[config.mk]
export PLATFORM = sky130hd
export DESIGN_NAME = uart_mem_initiator
export DESIGN_NICKNAME = d
export VERILOG_FILES = /design/src/rtl/uart_mem_initiator.sv
export SDC_FILE = /design/constraint.sdc
export NUM_CORES = 1
export LEC_CHECK = 0
export CORE_ASPECT_RATIO = 0.7
export CORE_MARGIN = 5
export CORE_UTILIZATION = 40
export DETAILED_ROUTE_END_ITERATION = 8
export PLACE_DENSITY = 0.67
export SYNTH_ARGS = -nofsm -noshare
export SYNTH_HDL_FRONTEND = slang
export SYNTH_SLANG_ARGS = --single-unit
export TNS_END_PERCENT = 20
[constraint.sdc]
create_clock -name clk -period 5.6 [get_ports clk]
set_input_delay 0.84 -clock clk [delete_from_list [all_inputs] [get_ports clk]]
set_output_delay 0.84 -clock clk [all_outputs]
set_load 0.02 [all_outputs]
[src/rtl/uart_mem_initiator.sv]
// uart_mem_initiator: host-side UART command initiator for the memory bridge.
// Serializes read/write requests onto serial_out and collects the reply.
// Ports:
//   clk, rst         clock; synchronous active-low reset
//   req_valid/ready  request handshake (ready only in IDLE)
//   req_rw           1 = read, 0 = write
//   req_address      15-bit word address
//   req_data         32-bit write data
//   serial_out       UART TX, 8N1, LSB first, idle high
//   serial_in        UART RX, asynchronous
//   rsp_valid        one-cycle completion / unsolicited-error pulse
//   rsp_data         read word
//   rsp_error        bridge error code (0 = none)
//   rsp_timeout      read reply missing or incomplete
//   busy             state is not IDLE
module uart_mem_initiator #(
  parameter int CLKS_PER_BIT = 868,
  parameter int RESP_TIMEOUT = 200000
) (
  input  logic        clk,
  input  logic        rst,
  input  logic        req_valid,
  output logic        req_ready,
  input  logic        req_rw,
  input  logic [14:0] req_address,
  input  logic [31:0] req_data,
  output logic        serial_out,
  input  logic        serial_in,
  output logic        rsp_valid,
  output logic [31:0] rsp_data,
  output logic [1:0]  rsp_error,
  output logic        rsp_timeout,
  output logic        busy
);

  localparam int CW = $clog2(CLKS_PER_BIT + 1);
  localparam int TW = $clog2(RESP_TIMEOUT + 1);
  localparam logic [CW-1:0] C_ONE  = CW'(1);
  localparam logic [CW-1:0] C_END  = CW'(CLKS_PER_BIT - 1);
  localparam logic [CW-1:0] C_HALF = CW'(CLKS_PER_BIT / 2);
  localparam logic [CW-1:0] C_FULL = CW'(CLKS_PER_BIT);
  localparam logic [TW-1:0] T_ONE  = TW'(1);
  localparam logic [TW-1:0] T_MAX  = TW'(RESP_TIMEOUT);

  typedef enum logic [2:0] {
    S_IDLE, S_SEND, S_WAIT, S_COLLECT, S_DONE
  } state_t;

  typedef enum logic [1:0] {
    RX_IDLE, RX_START, RX_DATA, RX_STOP
  } rx_state_t;

  state_t state, state_nx;
  logic   accept;

  assign accept = req_valid && (state == S_IDLE);

  // transmitter
  logic          tx_busy;
  logic          tx_done;
  logic          tx_line;
  logic          rw_q;
  logic [CW-1:0] tx_clk;
  logic [3:0]    tx_bit;
  logic [2:0]    tx_byte;
  logic [2:0]    tx_last;
  logic [7:0]    tx_sh;
  logic [47:0]   tx_fr;

  always_ff @(posedge clk) begin
    if (!rst) begin
      tx_busy <= 1'b0;
      tx_done <= 1'b0;
      tx_line <= 1'b1;
      rw_q    <= 1'b0;
      tx_clk  <= '0;
      tx_bit  <= '0;
      tx_byte <= '0;
      tx_last <= '0;
      tx_sh   <= '0;
      tx_fr   <= '0;
    end else begin
      tx_done <= 1'b0;
      if (accept) begin
        tx_busy <= 1'b1;
        tx_line <= 1'b0;
        tx_clk  <= '0;
        tx_bit  <= '0;
        tx_byte <= '0;
        tx_last <= req_rw ? 3'd2 : 3'd6;
        tx_sh   <= {7'd0, req_rw};
        tx_fr   <= {1'b0, req_address, req_data};
        rw_q    <= req_rw;
      end else if (tx_busy) begin
        if (tx_clk == C_END) begin
          tx_clk <= '0;
          if (tx_bit == 4'd9) begin
            if (tx_byte == tx_last) begin
              tx_busy <= 1'b0;
              tx_done <= 1'b1;
            end else begin
              // next start bit follows the stop bit directly
              tx_byte <= tx_byte + 3'd1;
              tx_bit  <= '0;
              tx_line <= 1'b0;
              tx_sh   <= tx_fr[47:40];
              tx_fr   <= {tx_fr[39:0], 8'h00};
            end
          end else begin
            tx_bit <= tx_bit + 4'd1;
            if (tx_bit == 4'd8) begin
              tx_line <= 1'b1;
            end else begin
              tx_line <= tx_sh[0];
              tx_sh   <= {1'b0, tx_sh[7:1]};
            end
          end
        end else begin
          tx_clk <= tx_clk + C_ONE;
        end
      end
    end
  end

  // receiver
  rx_state_t     rx_st;
  logic          rx_s1, rx_s2, rx_prev;
  logic [CW-1:0] rx_cnt;
  logic [2:0]    rx_bit;
  logic [7:0]    rx_sh;
  logic          rx_valid;
  logic [7:0]    rx_byte;

  always_ff @(posedge clk) begin
    if (!rst) begin
      rx_s1    <= 1'b1;
      rx_s2    <= 1'b1;
      rx_prev  <= 1'b1;
      rx_st    <= RX_IDLE;
      rx_cnt   <= '0;
      rx_bit   <= '0;
      rx_sh    <= '0;
      rx_valid <= 1'b0;
      rx_byte  <= '0;
    end else begin
      rx_s1    <= serial_in;
      rx_s2    <= rx_s1;
      rx_prev  <= rx_s2;
      rx_valid <= 1'b0;
      unique case (rx_st)
        RX_IDLE: begin
          if (!rx_s2 && rx_prev) begin
            rx_st  <= RX_START;
            rx_cnt <= C_ONE;
          end
        end
        RX_START: begin
          if (rx_cnt == C_HALF) begin
            // high at mid-bit: glitch, not a start bit
            if (rx_s2) begin
              rx_st <= RX_IDLE;
            end else begin
              rx_st  <= RX_DATA;
              rx_cnt <= C_ONE;
              rx_bit <= '0;
            end
          end else begin
            rx_cnt <= rx_cnt + C_ONE;
          end
        end
        RX_DATA: begin
          if (rx_cnt == C_FULL) begin
            rx_cnt <= C_ONE;
            rx_sh  <= {rx_s2, rx_sh[7:1]};
            if (rx_bit == 3'd7) rx_st <= RX_STOP;
            else rx_bit <= rx_bit + 3'd1;
          end else begin
            rx_cnt <= rx_cnt + C_ONE;
          end
        end
        RX_STOP: begin
          if (rx_cnt == C_FULL) begin
            rx_st <= RX_IDLE;
            // framing error drops the byte
            if (rx_s2) begin
              rx_valid <= 1'b1;
              rx_byte  <= rx_sh;
            end
          end else begin
            rx_cnt <= rx_cnt + C_ONE;
          end
        end
        default: rx_st <= RX_IDLE;
      endcase
    end
  end

  // reply timeout, restarted by every received byte
  logic [TW-1:0] tmo;
  logic          tmo_hit;

  assign tmo_hit = (tmo == T_MAX);

  always_ff @(posedge clk) begin
    if (!rst) begin
      tmo <= '0;
    end else if ((state != S_WAIT && state != S_COLLECT) || rx_valid) begin
      tmo <= '0;
    end else if (!tmo_hit) begin
      tmo <= tmo + T_ONE;
    end
  end

  logic rx_code;
  logic [23:0] res_sh;
  logic [2:0]  rx_n;
  logic        res_code;

  assign rx_code  = (rx_byte[7:2] == 6'd0) && (rx_byte[1:0] != 2'd0);
  assign res_code = (res_sh[7:2] == 6'd0) && (res_sh[1:0] != 2'd0);

  // state register
  always_ff @(posedge clk) begin
    if (!rst) state <= S_IDLE;
    else state <= state_nx;
  end

  // next state
  always_comb begin
    state_nx = state;
    unique case (state)
      S_IDLE: begin
        if (accept) state_nx = S_SEND;
        else if (rx_valid && rx_code) state_nx = S_DONE;
      end
      S_SEND: begin
        if (tx_done) state_nx = rw_q ? S_WAIT : S_DONE;
      end
      S_WAIT: begin
        if (rx_valid) state_nx = S_COLLECT;
        else if (tmo_hit) state_nx = S_DONE;
      end
      S_COLLECT: begin
        if (rx_valid && rx_n == 3'd3) state_nx = S_DONE;
        else if (!rx_valid && tmo_hit) state_nx = S_DONE;
      end
      S_DONE: state_nx = S_IDLE;
      default: state_nx = S_IDLE;
    endcase
  end

  // outputs
  always_comb begin
    req_ready = (state == S_IDLE);
    busy      = (state != S_IDLE);
    rsp_valid = (state == S_DONE);
  end

  // reply assembly and result registers, loaded on entry to DONE
  logic [31:0] rsp_data_q;
  logic [1:0]  rsp_error_q;
  logic        rsp_timeout_q;

  always_ff @(posedge clk) begin
    if (!rst) begin
      res_sh        <= '0;
      rx_n          <= '0;
      rsp_data_q    <= '0;
      rsp_error_q   <= '0;
      rsp_timeout_q <= 1'b0;
    end else begin
      if (state == S_WAIT && rx_valid) begin
        res_sh <= {16'd0, rx_byte};
        rx_n   <= 3'd1;
      end else if (state == S_COLLECT && rx_valid) begin
        res_sh <= {res_sh[15:0], rx_byte};
        rx_n   <= rx_n + 3'd1;
      end
      if (state_nx == S_DONE) begin
        rsp_data_q    <= '0;
        rsp_error_q   <= '0;
        rsp_timeout_q <= 1'b0;
        if (state == S_IDLE) begin
          rsp_error_q <= rx_byte[1:0];
        end else if (state == S_COLLECT && rx_valid) begin
          rsp_data_q <= {res_sh, rx_byte};
        end else if (state == S_COLLECT && rx_n == 3'd1 && res_code) begin
          rsp_error_q <= res_sh[1:0];
        end else if (state == S_WAIT || state == S_COLLECT) begin
          rsp_timeout_q <= 1'b1;
        end
      end
    end
  end

  assign serial_out  = tx_line;
  assign rsp_data    = rsp_data_q;
  assign rsp_error   = rsp_error_q;
  assign rsp_timeout = rsp_timeout_q;

endmodule

; Yosys cells after proc, flatten, opt, wreduce, memory -nomap -nowiden
; Cells that the tools add are included.
; W data, S select, Z words.
[op_classes]
n_addsub = 7
multipliers = 0
div = 0
magnitude_cmp = 0
n_eq_ne = 34
n_shift = 0
mux = 68
bitwise_logic = 5
reduce_logical = 44
[op_table]
columns = cell, n
row1 = $mux W47, 5
row2 = $mux W32, 2
row3 = $mux W10, 6
row4 = $mux W8, 5
row5 = $pmux W10 S4, 1
row6 = $mux W3, 13
row7 = $mux W1, 22
row8 = $ne A2 B2 Y1 const B, 11
row9 = $add A10 B1 Y10 const B, 2
row10 = $eq A10 B10 Y1 const B, 2
row11 = $add A18 B1 Y18 const B, 1
row12 = $eq A18 B18 Y1 const B, 1
row13 = $mux W2, 9
row14 = $reduce_and A4 Y1, 4
row15 = $reduce_and A3 Y1, 5
row16 = $reduce_bool A2 Y1, 7
row17 = $logic_and A1 B1 Y1, 12
row18 = $logic_not A6 Y1, 2
row19 = $pmux W3 S4, 1
row20 = $eq A10 B9 Y1 const B, 1
row21 = $reduce_and A5 Y1, 2
row22 = $add A3 B1 Y3 const B, 3
row23 = $eq A3 B2 Y1 const B, 3
row24 = $eq A3 B3 Y1 const B, 3
row25 = 20 further kinds, 35
[word_totals]
ff_bits = 198
latch_bits = 0
ramBits = 0
mem_bits_ro = 0
in_bits = 52
output_inout_bits = 39
wordCells = 188
n_memories = 0

; Longest topological paths before layout
; Gate-level depths: netlist (run 1).
[logic_depth]
depth_word = 7
depth_mapped = 9
mapped_depth_nobuf = 7

; Worst setup path after synthesis (run 1)
; Ideal clock, no wire load.
[synth_path]
kind = register to register
start = reg rx_cnt[0]
end = reg rx_cnt[3]
setup_ns = 0.077
t_arrival_ns = 1.970
t_required_ns = 5.523
path_slack_ns = 3.553
path_stages_with_launch = 10
n_path_buf = 2
synth_period_minus_slack_ns = 2.047
path_cell_list = dfxtp_1 -> inv_1 -> ha_1 -> nor2b_2 -> and4_4 -> buf_6 -> or3_1 -> buf_2 -> or3_1 -> a21oi_1
[synth_between]
elab_chain_len = 3
elab_cells_between_ends = 10
cone_classes = add/sub (1) / eq/ne (4) / mux (4) / reduce/logical (1)
[synth_lines]
columns = item, line
row1 = from (decl), 128  ; logic [CW-1:0] rx_cnt;
row2 = from (signal assigned), 168  ; rx_cnt <= rx_cnt + C_ONE;
row3 = from (signal assigned), 178  ; rx_cnt <= rx_cnt + C_ONE;
row4 = from (signal assigned), 190  ; rx_cnt <= rx_cnt + C_ONE;
row5 = "$add A10 B1 Y10, or another cell as far along", "168, 178, 190"
row6 = "$mux W10, or another cell as far along", 182  ; if (rx_cnt == C_FULL) begin
row7 = $pmux W10 S4 or $reduce_and A3 Y1 (tied branches), --
; Several ways; a longest one is shown, not always the timed one. The select of a mux whose other input is x is not followed.
; A chain may end at the register's enable or synchronous reset.

; Worst setup path in the final report (run 1)
[layout_path]
start = reg state[0]
end = out busy
[layout_between]
elab_chain_len = 1
[layout_lines]
columns = item, line
row1 = from (decl), 53  ; state_t state, state_nx;
row2 = from (signal assigned), 225  ; else state <= state_nx;
row3 = $reduce_bool A3 Y1, 255  ; busy = (state != S_IDLE);
row4 = to (decl), 33  ; output logic busy
; Every way passes these cells.

==> results of run 1 <==
[worst max-delay path, cell delays in order, from the launching register on]
cell	delay (ps)
dfxtp_1	410
nor3_2	430
inv_1	160
clkdlybuf4s50_1	580
[cells by family (layout without fill, tap and decap cells)]
kind of cell               after synthesis  after routing
and+or+nand+nor                        307            307
AOI/OAI and AO/OA                      214            214
muxes                                   61             61
adders and majority gates               12             12
buffers and inverters                   73            146
DFF                                    197            197
xor gates and xnor gates                33             33
[state kept, by name (all words and copies together) (netlist names), 2 cells and up, named ones only]
name,cells
tmo,18
rsp_data,32
tx_last,2
rx_bit,3
tx_sh,8
tx_byte,3
rx_n,3
state,3
rx_byte,8
rx_cnt,10
tx_bit,4
res_sh,24
rx_sh,8
rsp_error,2
tx_fr,48
tx_clk,10
[layer usage]
layer	up-vias	share of wire	GRT usage
met5	-	0	0
met1	2938	0.52	0.227
met3	8	0.045	0.0421
met4	0	0.0074	0.0333
met2	100	0.43	0.224
li1	3305	-	-
[worst max-delay path by stage]
stage	startpoint	endpoint	slack, ps	depth (start not counted)
2_1_floorplan	rx_cnt[0]$_SDFFE_PN0P_	rx_cnt[3]$_SDFFE_PN0P_	3550	9
3_3_place_gp	req_valid	rsp_data[16]$_SDFFE_PN0N_	2920	7
3_5_place_dp	req_valid	rsp_data[27]$_SDFFE_PN0N_	2850	7
4_1_cts	state[0]$_SDFF_PN0_	busy	2740	3
5_1_grt	state[0]$_SDFF_PN0_	busy	2680	3
6_report	state[0]$_SDFF_PN0_	busy	2760	3
[report_power, final]
part	internal, mW	total (mW)	switching, mW
combinational	0.0670	0.141	0.0744
sequential	1.43	1.46	0.0236
clock	0.635	1.14	0.509
[per-stage QoR]
| stage | hold slack [ps] | setup slack, ps | cells | total power [mW] | area (sq um) |
|---|---|---|---|---|---|
| floorplan | 386 | 3550 | 897 | 1.57 | 8150 |
| global placement | 390 | 2920 | 1208 | 1.63 | 9190 |
| detailed placement | 400 | 2850 | 1208 | 1.63 | 9190 |
| CTS | 416 | 2740 | 1240 | 2.78 | 9740 |
| global route | 457 | 2680 | 1240 | 2.86 | 9740 |
| finish | 413 | 2760 | 1240 | 2.74 | 9740 |
[final cells by class]
class,count,area (sq um),share of cell area
clock inverter,8,76.3,0.00784
inverter,17,63.8,0.00655
sequential,197,3940,0.405
multi-input combinational,627,3900,0.400
timing repair buffer,97,948,0.0974
clock buffer,24,472,0.0484
tap,270,338,0.0347
[synthesized netlist by cell type, types with 5 or more instances]
master	number	share of area
a211oi_1	8	0.0074
mux2i_1	60	0.074
and3_1	8	0.0061
nand2_1	107	0.049
xnor2_1	16	0.017
o21ai_0	52	0.032
buf_6	5	0.0069
and4_1	6	0.0064
nand2b_1	6	0.0046
ha_1	12	0.018
nor2b_1	6	0.0046
xor2_1	17	0.018
dfxtp_1	197	0.48
a21oi_1	100	0.061
nor3_1	12	0.0074
or3_1	8	0.0061
inv_1	16	0.0074
buf_2	7	0.0043
clkbuf_1	40	0.018
nor2_1	60	0.028
nor4_1	7	0.0054
a22o_1	32	0.034
nand3_1	39	0.024
nand4_1	15	0.012
==> results.txt, run 1 <==
Postcts setup bufs: 0
Final setup TNS: 0 ps
PwrDens: 282 nW/um^2
Synth Flop Type: dfxtp_1
Post-synth EDFFs: 0
Post-synthesis mux area share: 0.0751
TritonCTS clock tree: built
Die height: 129 um
Vias: 6351
Die outline area: 23400 sq um
GR Overflow Total: 0
Crit path max fanout: 10
Peak VDD IR: 0.000236 V
CTS root buf: clkbuf_16
Largest net degree at the start of global routing: 91
Avg WL per Cell: 14.4 um
Avg Cell Area, Syn: 9.08 sq um
Total Routed Length: 17900 um
Simple-gate share of the synthesized area: 0.189
FF+latch count, synth: 197
Worst endpoint required time: 4760 ps
Cell area after synthesis: 8150 sq um
Crit path DAT: 2000 ps
Total CTS buffers: 17
RSZ-0062 raised after global routing: no
Initial antenna violation count: 0
Worst Tran Pin Value: 944 ps
Synth warnings: 0
Antenna cell count: 0
Final Slew Violations: 0
Fillcell total: 1901
Min-Delay Startpoint: rx_s1$_SDFF_PN1_
Rel. slew slack: 0.371
Clk sinks: 197
Main combinational cell family by area after synthesis: simple AND/OR/NAND/NOR gates
Clk slew on worst S/H paths: 60 ps
Hold crit path type: reg2reg
PostCTS Resize Cnt: 0
PortBufs: 90
Post-synthesis sequential area ratio: 0.484
# setup viols final: 0
H-Tree Depth: 4
Status: completed
Final nets: 1021
Reg2Reg Depth: 5
Share of cells above drive strength 1: 0.0505
Most frequent cells in the layout: dfxtp_1 (197), nand2_1 (106), a21oi_1 (100)
Row cnt: 43
Number of global-route vias before repair: 5879
Hold buffer count at cts: 0
Post-DRT Antenna Nets: 0
MaxCap Viol Count: 0
First-pass GRT wire length: 29800 um
Leak pwr: 3.35 nW
# DRC: 0
Startpoint Class: register
DR vias/cell: 5.12
Area delta synth->final: 19.5%
Gr usage total: 0.153
Core ar.: 19900 sq um
Xor and xnor area share after synthesis: 0.0355
Starting density of the core: 0.409
Max frequency: 0.352 GHz
Worst-Skew Late Latency: 430 ps
Post-Synth Adder-Cell Area: 0.0184
Final hold viol count: 0
Setup Crit Path Kind: reg2out
Hold depth: 1
R2R Path End: rx_bit[2]$_SDFFE_PN0P_
Gate Count Post-Synth: 897
Worst Hold Endpoint: rx_s2$_SDFF_PN1_
Distinct cells, synth: 59
Worst Setup End Kind: output pin
Io pins: 91
Leading cell type in the layout, fill and taps excluded: dfxtp_1
Worst-case clock buffer depth: 2
RD Place Congestion: 0.825
Syn_nets: 961
Starting DRT DRC Count: 462
Dpl hpwl: 12100 um
Post-layout min period: 2840 ps
Post-synthesis compound-gate area fraction: 0.157
1st-pass router iterations: 7
Final cycle utilization of the critical path: 0.507
Die width: 181 um
Util after Layout: 0.489
Reg2reg setup slack: 3000 ps
Async set or reset register ratio after synthesis: 0
Worst Skew: 7.48 ps
Power figures use the tool's default switching activity.
==> run 2: changes to the inputs <==
==> constraint.sdc (replaced) <==
create_clock -name clk -period 3 [get_ports clk]
set_input_delay 0.45 -clock clk [delete_from_list [all_inputs] [get_ports clk]]
set_output_delay 0.45 -clock clk [all_outputs]
set_load 0.02 [all_outputs]
==> run 2 against run 1 <==
Against the previous run:
- combinational power grew 93%
- global-route usage increased by 0.50 points
- sequential power rose by 86%
- largest cell class unchanged
- design area up 1.1%
- die area unchanged
- final cell count increased by 0.24%
- power increased by 94%
- non-clock buffer count up 3
- via count rose by 1.6%
- sequential cell count stayed put
- worst hold slack got worse by 4.4 ps
- core utilization rose by 0.53 points
==> results.txt, run 2 (synthesis results as in run 1) <==
GRT Max-Usage Layer: met2 (was met1)
Final Power: 5.32 mW (was 2.74 mW)
TritonCTS clock tree: built (unchanged)
Most frequent cells in the layout: dfxtp_1 (197), nand2_1 (106), a21oi_1 (100) (unchanged)
Hold crit path type: reg2reg (unchanged)
MaxCap Viol Count: 0 (unchanged)
R2R Path End: rsp_data[25]$_SDFFE_PN0N_ (was rx_bit[2]$_SDFFE_PN0P_)
First-pass GRT wire length: 30600 um (was 29800 um)
Largest reg by FF count: tx_fr (unchanged)
Core ar.: 19900 sq um (unchanged)
PwrDens: 541 nW/um^2 (was 282 nW/um^2)
Starting density of the core: 0.409 (unchanged)
# setup viols final: 0 (unchanged)
Crit path from: state[0]$_SDFF_PN0_ (unchanged)
Starting DRT DRC Count: 443 (was 462)
Area delta synth->final: 20.8% (was 19.5%)
Post-DRT Antenna Nets: 0 (unchanged)
CTS root buf: clkbuf_16 (unchanged)
RSZ-0062 raised after global routing: no (unchanged)
CP peak stage delay: 570 ps (was 580 ps)
Leading cell type in the layout, fill and taps excluded: dfxtp_1 (unchanged)
PostCTS Resize Cnt: 0 (unchanged)
GR Overflow Total: 0 (unchanged)
DR vias/cell: 5.19 (was 5.12)
Startpoint Class: register (unchanged)
Worst-Skew Late Latency: 430 ps (about the same)
Postcts setup bufs: 0 (unchanged)
Number of global-route vias before repair: 6222 (was 5879)
Worst reg2reg startpoint: state[0]$_SDFF_PN0_
Crit path max fanout: 10 (unchanged)
Final setup TNS: 0 ps (unchanged)
Worst endpoint required time: 2550 ps (was 4760 ps)
Worst Setup End Kind: output pin (unchanged)
Met1 GRT Util: 0.229 (was 0.227)
Die height: 129 um (unchanged)
Setup Crit Path Kind: reg2out (unchanged)
Share of cells above drive strength 1: 0.0586 (was 0.0505)
H-Tree Depth: 4 (unchanged)
1st-pass router iterations: 4 (was 7)
Final cycle utilization of the critical path: 0.816
Largest register FFs: 48 (unchanged)
Top delay family on crit path: buffers and inverters (unchanged)
Avg WL per Cell: 14.8 um (was 14.4 um)
Worst Tran Pin Value: 917 ps (was 944 ps)
Io pins: 91 (unchanged)
Post-layout min period: 2450 ps
Hold buffer count at cts: 0 (unchanged)
WP buf/inv: 2 (unchanged)
Worst-case clock buffer depth: 2 (unchanged)
Die outline area: 23400 sq um (unchanged)
Reg2reg setup slack: 560 ps (was 3000 ps)
Crit path DAT: 2000 ps (about the same)
Vias: 6455 (was 6351)
Worst Skew: 10.5 ps (was 7.48 ps)
Clk sinks: 197 (unchanged)
Rel. slew slack: 0.386 (was 0.371)
Met3 usage: 0.0368 (was 0.0421)
Total Routed Length: 18400 um (was 17900 um)
Row cnt: 43 (unchanged)
PortBufs: 90 (unchanged)
Worst path depth: 3 (unchanged)
Final Slew Violations: 0 (unchanged)
Reg2Reg Depth: 6 (was 5)
Clk slew on worst S/H paths: 70 ps (was 60 ps)
CP Capture Point: busy (unchanged)
Final hold viol count: 0 (unchanged)
Initial antenna violation count: 0 (unchanged)
Crit-path cells: nor3_2 > inv_1 > clkdlybuf4s50_1 (unchanged)
Peak VDD IR: 0.000468 V (was 0.000236 V)
Status: completed (unchanged)
Dpl hpwl: 12400 um (was 12100 um)
Setup slack after placement: 145 ps (was 2850 ps)
Final nets: 1024 (was 1021)
Final worst slack: 553 ps (was 2760 ps)
Leak pwr: 3.41 nW (was 3.35 nW)
Max frequency: 0.409 GHz
Total CTS buffers: 17 (unchanged)
# DRC: 0 (unchanged)
Fillcell total: 1864 (was 1901)
Hold WS: 408 ps (was 413 ps)
Largest net degree at the start of global routing: 89 (was 91)
Antenna cell count: 0 (unchanged)
Gr usage total: 0.158 (was 0.153)
RD Place Congestion: 0.842 (was 0.825)
Die width: 181 um (unchanged)
Critical Path Slowest Stage Cell: clkdlybuf4s50_1 (unchanged)
GRT met2 Usage: 0.237 (was 0.224)
run 2: worst min-delay path by stage:
stage	cells past startpoint	slack (ps)	end	from
after global routing	1	430	rx_s2$_SDFF_PN1_	rx_s1$_SDFF_PN1_
after detailed placement	1	390	rx_s2$_SDFF_PN1_	rx_s1$_SDFF_PN1_
after CTS	1	410	rx_s2$_SDFF_PN1_	rx_s1$_SDFF_PN1_
after floorplan	1	390	rx_s2$_SDFF_PN1_	rx_s1$_SDFF_PN1_
after global placement	1	400	rx_s2$_SDFF_PN1_	rx_s1$_SDFF_PN1_
final	1	410	rx_s2$_SDFF_PN1_	rx_s1$_SDFF_PN1_
run 2: metal layers:
| metal | part of all wire | wire length [um] |
|---|---|---|
| met4 | 0.0084 | 155 |
| met2 | 0.43 | 7880 |
| met5 | 0 | 0 |
| met1 | 0.52 | 9640 |
| met3 | 0.040 | 745 |
run 2: layout make-up:
cell class,instances,area (sq um),share of cell area
tap,270,338,0.0343
timing repair buffer,100,996,0.101
sequential,197,3940,0.401
clock buffer,18,439,0.0446
inverter,17,63.8,0.00648
multi-input combinational,627,3900,0.396
clock inverter,14,166,0.0169
run 2: metrics by stage:
stage | instance area [sq um] | util | cells
finish | 9840 | 0.494 | 1243
detailed placement | 9240 | 0.464 | 1211
floorplan | 8150 | - | 897
global route | 9840 | 0.494 | 1243
CTS | 9840 | 0.494 | 1243
global placement | 9240 | 0.464 | 1211
run 2: power breakdown:
part           switching [mW]  internal [mW]
logic                   0.144          0.128
clock network            1.06           1.28
registers              0.0455           2.67
run 2: worst reg2reg max path, delay by kind of cell (launching register included):
| kind | cells | cell delay, ps |
|---|---|---|
| AOI/OAI and AO/OA | 4 | 1400 |
| and+or+nand+nor | 1 | 150 |
| DFF | 1 | 520 |
| buffers and inverters | 1 | 330 |
==> run 3: changes to the inputs <==
==> constraint.sdc (replaced) <==
create_clock -name clk -period 2.45 [get_ports clk]
set_input_delay 0.3675 -clock clk [delete_from_list [all_inputs] [get_ports clk]]
set_output_delay 0.3675 -clock clk [all_outputs]
set_load 0.02 [all_outputs]
==> run 3 against run 2 <==
Against the previous run:
- setup slack lost 390 ps
- sequential share of layout area shrank 0.34 points
- wire length grew 0.36%
- first-iteration DRC count grew 19%
- register-to-register slack lost 290 ps
- clock power grew 23%
- combinational power grew 26%
- clock skew grew 6.8 ps
- power grew 23%
- largest power group unchanged
==> results.txt, run 3 (synthesis results as in run 1) <==
Worst reg2reg startpoint: rx_cnt[0]$_SDFFE_PN0P_ (was state[0]$_SDFF_PN0_)
First-pass GRT wire length: 30600 um (about the same)
Worst Tran Pin Value: 835 ps (was 917 ps)
Worst-case clock buffer depth: 2 (unchanged)
Leak pwr: 3.47 nW (was 3.41 nW)
CP peak stage delay: 560 ps (was 570 ps)
Min-Delay Startpoint: rst (was rx_s1$_SDFF_PN1_)
Startpoint Class: register (unchanged)
Status: completed (unchanged)
PortBufs: 90 (unchanged)
Reg2Reg Depth: 7 (was 6)
Initial antenna violation count: 0 (unchanged)
Final nets: 1035 (was 1024)
Worst endpoint required time: 2080 ps (was 2550 ps)
Leading cell type in the layout, fill and taps excluded: dfxtp_1 (unchanged)
Die height: 129 um (unchanged)
Starting DRT DRC Count: 525 (was 443)
TritonCTS clock tree: built (unchanged)
RD Place Congestion: 0.809 (was 0.842)
Gr usage total: 0.158 (about the same)
RSZ-0062 raised after global routing: no (unchanged)
Crit-path cells: nor3_4 > inv_1 > clkdlybuf4s50_1 (was nor3_2 > inv_1 > clkdlybuf4s50_1)
GR Overflow Total: 0 (unchanged)
Dpl hpwl: 12800 um (was 12400 um)
WP buf/inv: 2 (unchanged)
Clk slew on worst S/H paths: 80 ps (was 70 ps)
Largest register FFs: 48 (unchanged)
Hold buffer count at cts: 0 (unchanged)
Number of global-route vias before repair: 6070 (was 6222)
Share of cells above drive strength 1: 0.0691 (was 0.0586)
DR vias/cell: 5.23 (was 5.19)
1st-pass router iterations: 5 (was 4)
PwrDens: 659 nW/um^2 (was 541 nW/um^2)
Largest net degree at the start of global routing: 91 (was 89)
CTS root buf: clkbuf_16 (unchanged)
R2R Path End: rx_cnt[3]$_SDFFE_PN0P_ (was rsp_data[25]$_SDFFE_PN0N_)
Worst Setup End Kind: output pin (unchanged)
Starting density of the core: 0.409 (unchanged)
Reg2reg setup slack: 270 ps (was 560 ps)
Clk sinks: 197 (unchanged)
Hold WS: 296 ps (was 408 ps)
Final cycle utilization of the critical path: 0.933
Final hold viol count: 0 (unchanged)
Setup Crit Path Kind: reg2out (unchanged)
H-Tree Depth: 4 (unchanged)
Most frequent cells in the layout: dfxtp_1 (197), nand2_1 (106), a21oi_1 (100) (unchanged)
Core ar.: 19900 sq um (unchanged)
Crit path DAT: 1920 ps (was 2000 ps)
Total CTS buffers: 17 (unchanged)
# setup viols final: 0 (unchanged)
Antenna cell count: 0 (unchanged)
Post-DRT Antenna Nets: 0 (unchanged)
Area delta synth->final: 21.8% (was 20.8%)
Top delay family on crit path: buffers and inverters (unchanged)
Worst-Skew Late Latency: 440 ps (was 430 ps)
Final setup TNS: 0 ps (unchanged)
Row cnt: 43 (unchanged)
Avg WL per Cell: 14.7 um (was 14.8 um)
Final Power: 6.54 mW (was 5.32 mW)
Worst Skew: 17.3 ps (was 10.5 ps)
Peak VDD IR: 0.000530 V (was 0.000468 V)
Finished Cell Area: 9930 sq um (was 9840 sq um)
Critical Path Slowest Stage Cell: clkdlybuf4s50_1 (unchanged)
MaxCap Viol Count: 0 (unchanged)
Total Routed Length: 18500 um (was 18400 um)
Max frequency: 0.437 GHz
Placed Instances: 1222 (was 1211)
Final Slew Violations: 0 (unchanged)
Largest reg by FF count: tx_fr (unchanged)
Die outline area: 23400 sq um (unchanged)
# DRC: 0 (unchanged)
Worst Hold Endpoint: serial_out$_SDFFE_PN1P_ (was rx_s2$_SDFF_PN1_)
Post-layout min period: 2290 ps
Cell Count, Final, Fillers Out: 1254 (was 1243)
Placed Area: 9310 sq um (was 9240 sq um)
Rel. slew slack: 0.443 (was 0.386)
Io pins: 91 (unchanged)
Hold crit path type: in2reg (was reg2reg)
Crit path max fanout: 10 (unchanged)
Hold depth: 2 (was 1)
Vias: 6555 (was 6455)
Die width: 181 um (unchanged)
## run 3: cell types whose count changed in the layout (fill, tap and decap cells not counted), moves of 2 or more
| cell | delta |
|---|---|
| clkinvlp_4 | -3 |
| clkinv_4 | -2 |
| buf_4 | +12 |
| inv_8 | +3 |
| clkinv_8 | +3 |
## run 3: repair_timing
| item | 4_1_cts | 5_1_grt |
|---|---|---|
| buffers inserted | 0 | 0 |
| setup endpoints to repair | 1 | 0 |
| resized for setup | 1 | 0 |
## run 3: per-stage QoR
step	setup slack (ps)	util
detailed placement	200	0.468
global route	47.1	0.499
CTS	110	0.499
global placement	233	0.468
finish	163	0.499
floorplan	403	-
## run 3: where the power goes
part | internal (mW) | switching (mW)
combinational | 0.161 | 0.182
sequential | 3.27 | 0.0524
clock | 1.50 | 1.37
total | 4.94 | 1.60
## run 3: how the worst max path moves through the flow
stage                            from                         to  slack [ps]  cells after the start
3_5_place_dp                req_valid  rsp_data[29]$_SDFFE_PN0N_         200                      7
4_1_cts           state[2]$_SDFF_PN0_                  rsp_valid         110                      2
2_1_floorplan  rx_cnt[0]$_SDFFE_PN0P_     rx_cnt[3]$_SDFFE_PN0P_         400                      9
3_3_place_gp                req_valid  rsp_data[31]$_SDFFE_PN0N_         230                      7
6_report          state[0]$_SDFF_PN0_                       busy         160                      3
5_1_grt           state[2]$_SDFF_PN0_                  rsp_valid          50                      2
## run 3: layout make-up
class | count | area [sq um]
timing repair buffer | 111 | 1070
fill | 1869 | 9980
clock inverter | 14 | 175
sequential | 197 | 3940
inverter | 17 | 63.8
tap | 270 | 338
clock buffer | 18 | 439
multi-input combinational | 627 | 3900
## run 3: layer usage
layer	up-vias	global-route usage	part of all wire
met3	11	0.0351	0.048
met4	0	0.0387	0.0084
li1	3345	-	-
met1	3063	0.233	0.53
met2	136	0.234	0.42
met5	-	0	0
